$ cat src/rtl/softmax_seq.sv
// softmax_seq -- sequential fixed-point softmax for the classifier tail.
//
// Accepts a frame of N_CLASS signed Q(DW-FRAC).FRAC logits and tracks the
// running maximum. It then computes exp(x - max) one element per cycle using
// a 32-entry base-2 mantissa LUT and a right shift, and accumulates the sum.
// Each element is normalised with one shared restoring divider
// (1 load cycle + OW iteration cycles per element). Finally the frame is
// streamed out as unsigned Q0.OW probabilities, with backpressure.
//
// The frame buffer is reused in place: it holds the logits, then the
// exponentials, then the probabilities.
//
// Ports:
//   clk          rising-edge clock
//   resetn       asynchronous active-low reset
//   in_valid     logit beat valid
//   in_data      signed logit (DW bits)
//   in_ready     registered; high only while loading a frame
//   out_valid    probability beat valid (OUT state)
//   out_data     probability of class out_idx, unsigned Q0.OW
//   out_idx      class index of the current beat
//   out_last     high on beat N_CLASS-1
//   out_ready    downstream accepts beat
//   busy         high unless idle in LOAD with no beat stored yet
//
// Optional feature, enabled with macro SOFTMAX_ARGMAX_EN:
//   argmax_idx   index of the largest logit (lowest index on ties),
//                captured on entry to OUT and held until the next OUT
//   argmax_valid high for the whole OUT state
module softmax_seq #(
  parameter int N_CLASS = 10,
  parameter int DW      = 16,
  parameter int FRAC    = 8,
  parameter int OW      = 16
) (
  input  logic                       clk,
  input  logic                       resetn,
  input  logic                       in_valid,
  input  logic [DW-1:0]              in_data,
  output logic                       in_ready,
  output logic                       out_valid,
  output logic [OW-1:0]              out_data,
  output logic [$clog2(N_CLASS)-1:0] out_idx,
  output logic                       out_last,
  input  logic                       out_ready,
`ifdef SOFTMAX_ARGMAX_EN
  output logic [$clog2(N_CLASS)-1:0] argmax_idx,
  output logic                       argmax_valid,
`endif
  output logic                       busy
);

  localparam int CW  = $clog2(N_CLASS);
  localparam int SW  = OW + $clog2(N_CLASS);
  localparam int BW  = (DW > OW) ? DW : OW;
  localparam int SCW = $clog2(OW + 1);
  localparam int TW  = DW + 2;

  localparam logic [CW-1:0]  LAST_IDX = CW'(N_CLASS - 1);
  localparam logic [DW-1:0]  MOST_NEG = {1'b1, {(DW-1){1'b0}}};
  localparam logic [SCW-1:0] LAST_STEP = SCW'(OW);

  typedef enum logic [1:0] {
    S_LOAD = 2'd0,
    S_EXP  = 2'd1,
    S_DIV  = 2'd2,
    S_OUT  = 2'd3
  } state_t;

  // LUT[f] = round((2^OW - 1) * 2^(-f/32)); evaluated at elaboration only.
  function automatic logic [OW-1:0] lut_entry(input int f);
    real v;
    v = ((2.0 ** OW) - 1.0) * (2.0 ** (-f / 32.0));
    return OW'($rtoi(v + 0.5));
  endfunction

  // A quotient of exactly 2^OW (element equals the whole sum) does not fit
  // in OW bits and is clamped to full scale.
  function automatic logic [OW-1:0] sat_prob(input logic ovf, input logic [OW-1:0] q);
    return ovf ? {OW{1'b1}} : q;
  endfunction

  state_t                state_q, state_d;
  logic [CW-1:0]         cnt_q, cnt_d;
  logic [SCW-1:0]        step_q, step_d;
  logic signed [DW-1:0]  max_q, max_d;
  logic [SW-1:0]         sum_q, sum_d;
  logic [SW-1:0]         rem_q, rem_d;
  logic [OW-1:0]         quo_q, quo_d;
  logic                  sat_q, sat_d;
  logic                  in_ready_q, in_ready_d;
  logic [BW-1:0]         buf_q [N_CLASS];
  logic [BW-1:0]         buf_d [N_CLASS];
`ifdef SOFTMAX_ARGMAX_EN
  logic [CW-1:0]         max_idx_q, max_idx_d;
  logic [CW-1:0]         argmax_idx_q, argmax_idx_d;
`endif

  logic [OW-1:0] lut [32];
  for (genvar g = 0; g < 32; g++) begin : g_lut
    localparam logic [OW-1:0] LUT_VAL = lut_entry(g);
    assign lut[g] = LUT_VAL;
  end

  logic signed [DW-1:0] in_s;
  logic                 accept;
  logic                 at_last;
  assign in_s    = in_data;
  assign accept  = in_valid && in_ready_q && (state_q == S_LOAD);
  assign at_last = (cnt_q == LAST_IDX);

  // Exponential datapath: e = 2^(-(max - x) * log2(e)), mantissa from LUT.
  logic signed [DW-1:0] x_s;
  logic [DW:0]          d_w;
  logic [DW+9:0]        prod_w;
  logic [TW-1:0]        t_w;
  logic [TW-1:0]        k_w;
  logic [4:0]           f_w;
  logic [OW-1:0]        e_val;
  assign x_s    = buf_q[cnt_q][DW-1:0];
  assign d_w    = {max_q[DW-1], max_q} - {x_s[DW-1], x_s};
  assign prod_w = {9'd0, d_w} * (DW+10)'(369);
  assign t_w    = TW'(prod_w >> 8);
  assign k_w    = t_w >> FRAC;
  assign f_w    = 5'(t_w >> (FRAC - 5));
  assign e_val  = (k_w >= TW'(OW)) ? '0 : (lut[f_w] >> k_w);

  // Divider datapath: one restoring step per cycle on the held remainder.
  logic [OW-1:0] e_cur;
  logic [SW-1:0] e_w;
  logic [SW:0]   shifted;
  logic          qbit;
  logic [OW-1:0] q_next;
  logic          unused_quo_msb;
  assign e_cur          = buf_q[cnt_q][OW-1:0];
  assign e_w            = SW'(e_cur);
  assign shifted        = {rem_q, 1'b0};
  assign qbit           = (shifted >= {1'b0, sum_q});
  assign q_next         = {quo_q[OW-2:0], qbit};
  assign unused_quo_msb = quo_q[OW-1];

  always_comb begin
    state_d = state_q;
    cnt_d   = cnt_q;
    step_d  = step_q;
    max_d   = max_q;
    sum_d   = sum_q;
    rem_d   = rem_q;
    quo_d   = quo_q;
    sat_d   = sat_q;
    buf_d   = buf_q;
`ifdef SOFTMAX_ARGMAX_EN
    max_idx_d    = max_idx_q;
    argmax_idx_d = argmax_idx_q;
`endif
    case (state_q)
      S_LOAD: begin
        if (accept) begin
          buf_d[cnt_q] = BW'(in_data);
          // Strict compare keeps the lowest index on ties.
          if (in_s > max_q) begin
            max_d = in_s;
`ifdef SOFTMAX_ARGMAX_EN
            max_idx_d = cnt_q;
`endif
          end
          if (at_last) begin
            state_d = S_EXP;
            cnt_d   = '0;
            sum_d   = '0;
          end else begin
            cnt_d = cnt_q + CW'(1);
          end
        end
      end
      S_EXP: begin
        buf_d[cnt_q] = BW'(e_val);
        sum_d        = sum_q + SW'(e_val);
        if (at_last) begin
          state_d = S_DIV;
          cnt_d   = '0;
          step_d  = '0;
        end else begin
          cnt_d = cnt_q + CW'(1);
        end
      end
      S_DIV: begin
        if (step_q == '0) begin
          // Load: e <= sum always, so the integer part is 0 or 1.
          quo_d  = '0;
          step_d = SCW'(1);
          if (e_w >= sum_q) begin
            sat_d = 1'b1;
            rem_d = e_w - sum_q;
          end else begin
            sat_d = 1'b0;
            rem_d = e_w;
          end
        end else begin
          rem_d = qbit ? SW'(shifted - {1'b0, sum_q}) : SW'(shifted);
          if (step_q == LAST_STEP) begin
            buf_d[cnt_q] = BW'(sat_prob(sat_q, q_next));
            step_d       = '0;
            if (at_last) begin
              state_d = S_OUT;
              cnt_d   = '0;
`ifdef SOFTMAX_ARGMAX_EN
              argmax_idx_d = max_idx_q;
`endif
            end else begin
              cnt_d = cnt_q + CW'(1);
            end
          end else begin
            quo_d  = q_next;
            step_d = step_q + SCW'(1);
          end
        end
      end
      S_OUT: begin
        if (out_ready) begin
          if (at_last) begin
            state_d = S_LOAD;
            cnt_d   = '0;
            max_d   = MOST_NEG;
            sum_d   = '0;
`ifdef SOFTMAX_ARGMAX_EN
            max_idx_d = '0;
`endif
          end else begin
            cnt_d = cnt_q + CW'(1);
          end
        end
      end
      default: state_d = S_LOAD;
    endcase
    in_ready_d = (state_d == S_LOAD);
  end

  always_ff @(posedge clk or negedge resetn) begin
    if (!resetn) begin
      state_q    <= S_LOAD;
      cnt_q      <= '0;
      step_q     <= '0;
      max_q      <= MOST_NEG;
      sum_q      <= '0;
      rem_q      <= '0;
      quo_q      <= '0;
      sat_q      <= 1'b0;
      in_ready_q <= 1'b0;
      buf_q      <= '{default: '0};
`ifdef SOFTMAX_ARGMAX_EN
      max_idx_q    <= '0;
      argmax_idx_q <= '0;
`endif
    end else begin
      state_q    <= state_d;
      cnt_q      <= cnt_d;
      step_q     <= step_d;
      max_q      <= max_d;
      sum_q      <= sum_d;
      rem_q      <= rem_d;
      quo_q      <= quo_d;
      sat_q      <= sat_d;
      in_ready_q <= in_ready_d;
      buf_q      <= buf_d;
`ifdef SOFTMAX_ARGMAX_EN
      max_idx_q    <= max_idx_d;
      argmax_idx_q <= argmax_idx_d;
`endif
    end
  end

  // Output stage: beats are read straight from the buffer at the output index.
  assign in_ready  = in_ready_q;
  assign out_valid = (state_q == S_OUT);
  assign out_data  = out_valid ? buf_q[cnt_q][OW-1:0] : '0;
  assign out_idx   = out_valid ? cnt_q : '0;
  assign out_last  = out_valid && at_last;
  assign busy      = !((state_q == S_LOAD) && (cnt_q == '0));
`ifdef SOFTMAX_ARGMAX_EN
  assign argmax_idx   = argmax_idx_q;
  assign argmax_valid = (state_q == S_OUT);
`endif

endmodule

$ cat config.mk
export PLATFORM = sky130hd
export DESIGN_NAME = softmax_seq
export DESIGN_NICKNAME = d
export VERILOG_FILES = /design/src/rtl/softmax_seq.sv
export SDC_FILE = /design/constraint.sdc
export NUM_CORES = 1
export LEC_CHECK = 0
export CAP_MARGIN = 30
export CORE_AREA = 2 2 172 216
export DETAILED_ROUTE_END_ITERATION = 10
export DIE_AREA = 0 0 174 218
export PLACE_DENSITY = 0.82
export SYNTH_ARGS = -nofsm -noshare
export SYNTH_HDL_FRONTEND = slang
export SYNTH_SLANG_ARGS = --single-unit
$ cat constraint.sdc
create_clock -name clk -period 23.9 [get_ports clk]
set_clock_uncertainty 0.15 [all_clocks]
set_input_delay 3.585 -clock clk [delete_from_list [all_inputs] [get_ports clk]]
set_output_delay 3.585 -clock clk [all_outputs]
set_load 0.05 [all_outputs]
==> qor.csv <==
metric,value,unit
run_status,"finished, final reports clean",
startpoint,cnt_q[1]$_DFFE_PN0P_,
timing.setup.tns,0,ns
path_class,reg -> reg,
cts_resized,0,
cts_tree,built,
cts_sinks,244,
syn_to_final_growth,7.891,%
cts-root-buf,clkbuf_16,
die_w,174,um
io_buffers,43,
slew_headroom,0.2588,
synth_edf_count,0,
finalCriticalPeriod,14.52,ns
routed_wl,82430,um
yosys-top-cells-area,"dfrtp_1, ha_1, o21ai_0",
cts_setup_buffers,0,
drc_errors,0,
die-height,218,um
path_max_fanout,25,
dr.pass1.iters,7,
rsz0062_at_grt,false,
io_pins,44,
synth_seq_cells,244,
synth-main-ff-cell,dfrtp_1,
rrSetupSlack,9.38,ns
grt_start_max_net_pins,112,
overflow,0,
hold_viol_final,0,
h-tree-depth,1,
fillCellCount,2899,
reg2reg_from,cnt_q[1]$_DFFE_PN0P_,
grt.total_usage,0.4258,
timing.final.crit_share,0.6077,
syn_nets,3083,
cp_slowest_cell,o21ai_0,
r2r-end,sum_q[18]$_DFFE_PN0P_,
cts_buffers,27,
num_rows,78,
tightest_slew,1.112,ns
avgRoutedWirePerCell,25.04,um
fmax,68.85,MHz
yosysSeqAreaShare,0.2645,
syn_area_per_cell,8.129,um^2
dieArea,0.03793,mm^2
crit_top_cell,o21ai_0,
yosys.area.top_type_share,0.2634,
antenna_found_initial,3,
cp.arrival,14.88,ns
max-clock-path-buffers,3,
routabilityCongestion,0.9590,
worstSetupEndpointType,flip-flop,
whs_path_depth,1,
clk_pin_slew_worst_paths,0.07,ns
yosys_warnings,0,
syn-cell-area,0.02309,mm^2
yosys.area.top_type,dfrtp_1,
setup_viol,0,
drive_above_1_share,0.08822,
async_reset_ff_frac,1.000,
finalMaxSlewViolations,0,
avgViaCountPerCell,7.266,
clk_latency,0.59,ns
postCtsHoldBufs,0,
grt_pass1_vias,23598,
syn_inst,2840,
max_cap_violations,0,
cpPeakStageDelay,0.79,ns
grt_first_pass_wirelength,127400,um
ant_nets,0,
coreArea,0.03591,mm^2
vias,23920,
ys_types,95,
drt_iter0_drc,3316,
start_kind,flip-flop,
initial_core_util,0.6428,
hp-class,reg -> reg,
r2r_cells,49,
crit_required,24.26,ns
nets,3036,
dp_hpwl,58270,um
==> layer usage <==
| metal | up-vias | track usage | part of all wire |
|---|---|---|---|
| met5 | - | 0 | 0.00030 |
| met4 | 4 | 0.3101 | 0.084 |
| met3 | 499 | 0.08577 | 0.11 |
| met2 | 1670 | 0.7001 | 0.46 |
| met1 | 11408 | 0.4965 | 0.35 |
| li1 | 10339 | - | - |
==> cells by family (layout without fill, tap and decap cells) <==
family / after synthesis / in the layout / share of synthesized area
buf+inv: 370 / 341 / 0.06092
mux: 94 / 94 / 0.05983
flops: 244 / 244 / 0.2645
fa+ha+maj: 223 / 223 / 0.1352
simple gates: 818 / 818 / 0.1668
other cells: 0 / 1 / 0
xor+xnor: 49 / 49 / 0.01859
compound gates: 1042 / 1042 / 0.2942
==> cell usage after synthesis, drive strengths merged (22+ instances only) <==
cell type / number
a22oi: 49
a221oi: 26
nor2b: 24
dfrtp: 243
buf: 27
o31ai: 24
o21ai: 344
nor3: 45
o211ai: 24
fa: 44
a31oi: 69
o22ai: 27
and2: 35
nand3: 74
a22o: 25
inv: 174
nor2: 244
ha: 179
clkbuf: 167
a21o: 54
or2: 22
mux2i: 51
and3: 34
mux4: 34
nand2b: 36
xnor2: 29
nand2: 230
a21oi: 188
a211oi: 42
==> final cells by class <==
class                   count  area (um^2)  area share
clock buffers              39        800.8     0.03215
clock inverters             8        58.81    0.002361
repair buffers            118         1032     0.04144
diodes                      1        2.502   0.0001005
flip-flops and latches    244         6110      0.2453
inverters                 176        660.6     0.02652
well taps                 480        600.6     0.02411
multi-input cells        2226        15640      0.6280
==> how the worst max path moves through the flow <==
| stage | end | slack [ns] | cells past startpoint |
|---|---|---|---|
| floorplan | sum_q[18]$_DFFE_PN0P_ | 11.74 | 58 |
| global placement | sum_q[18]$_DFFE_PN0P_ | 10.26 | 52 |
| detailed placement | sum_q[18]$_DFFE_PN0P_ | 9.82 | 49 |
| CTS | sum_q[18]$_DFFE_PN0P_ | 9.70 | 52 |
| global route | sum_q[18]$_DFFE_PN0P_ | 8.50 | 52 |
| finish | sum_q[18]$_DFFE_PN0P_ | 9.38 | 49 |
==> layout by cell type, fill, tap and decap left out, types with 36 or more instances in the layout <==
master and n:
o21ai_0 334, dfrtp_1 241, nor2_1 234, nand2_1 229, a21oi_1 182, ha_1 176, inv_1 173, nand3_1 74
a31oi_1 68, buf_4 64, a21o_1 54, mux2i_1 51, a22oi_1 49, fa_1 44, nor3_1 43, clkdlybuf4s50_1 42
a211oi_1 39, nand2b_1 36
==> through the flow <==
| stage | hold WS (ns) | cell area [um^2] | worst slack (ns) | utilization | cells |
|---|---|---|---|---|---|
| 2_1_floorplan | 0.3006 | 23090 | 11.74 | - | 2840 |
| 3_3_place_gp | 0.3090 | 23910 | 10.26 | 0.6659 | 3231 |
| 3_5_place_dp | 0.3208 | 24030 | 9.818 | 0.6691 | 3242 |
| 4_1_cts | 0.3354 | 24890 | 9.704 | 0.6930 | 3289 |
| 5_1_grt | 0.3594 | 24910 | 8.500 | 0.6935 | 3292 |
| 6_report | 0.3356 | 24910 | 9.376 | 0.6935 | 3292 |
==> worst max-delay path, delay by kind of cell, from the launching register on <==
family | cells | cell delay, ns
flops | 1 | 0.73
simple gates | 11 | 3.05
compound gates | 20 | 4.83
fa+ha+maj | 7 | 2.66
mux | 5 | 1.57
buf+inv | 5 | 0.84
xor+xnor | 1 | 0.59
Power is not shown: default switching activity piles up to over one toggle a cycle in this logic, so the estimate is an artifact.
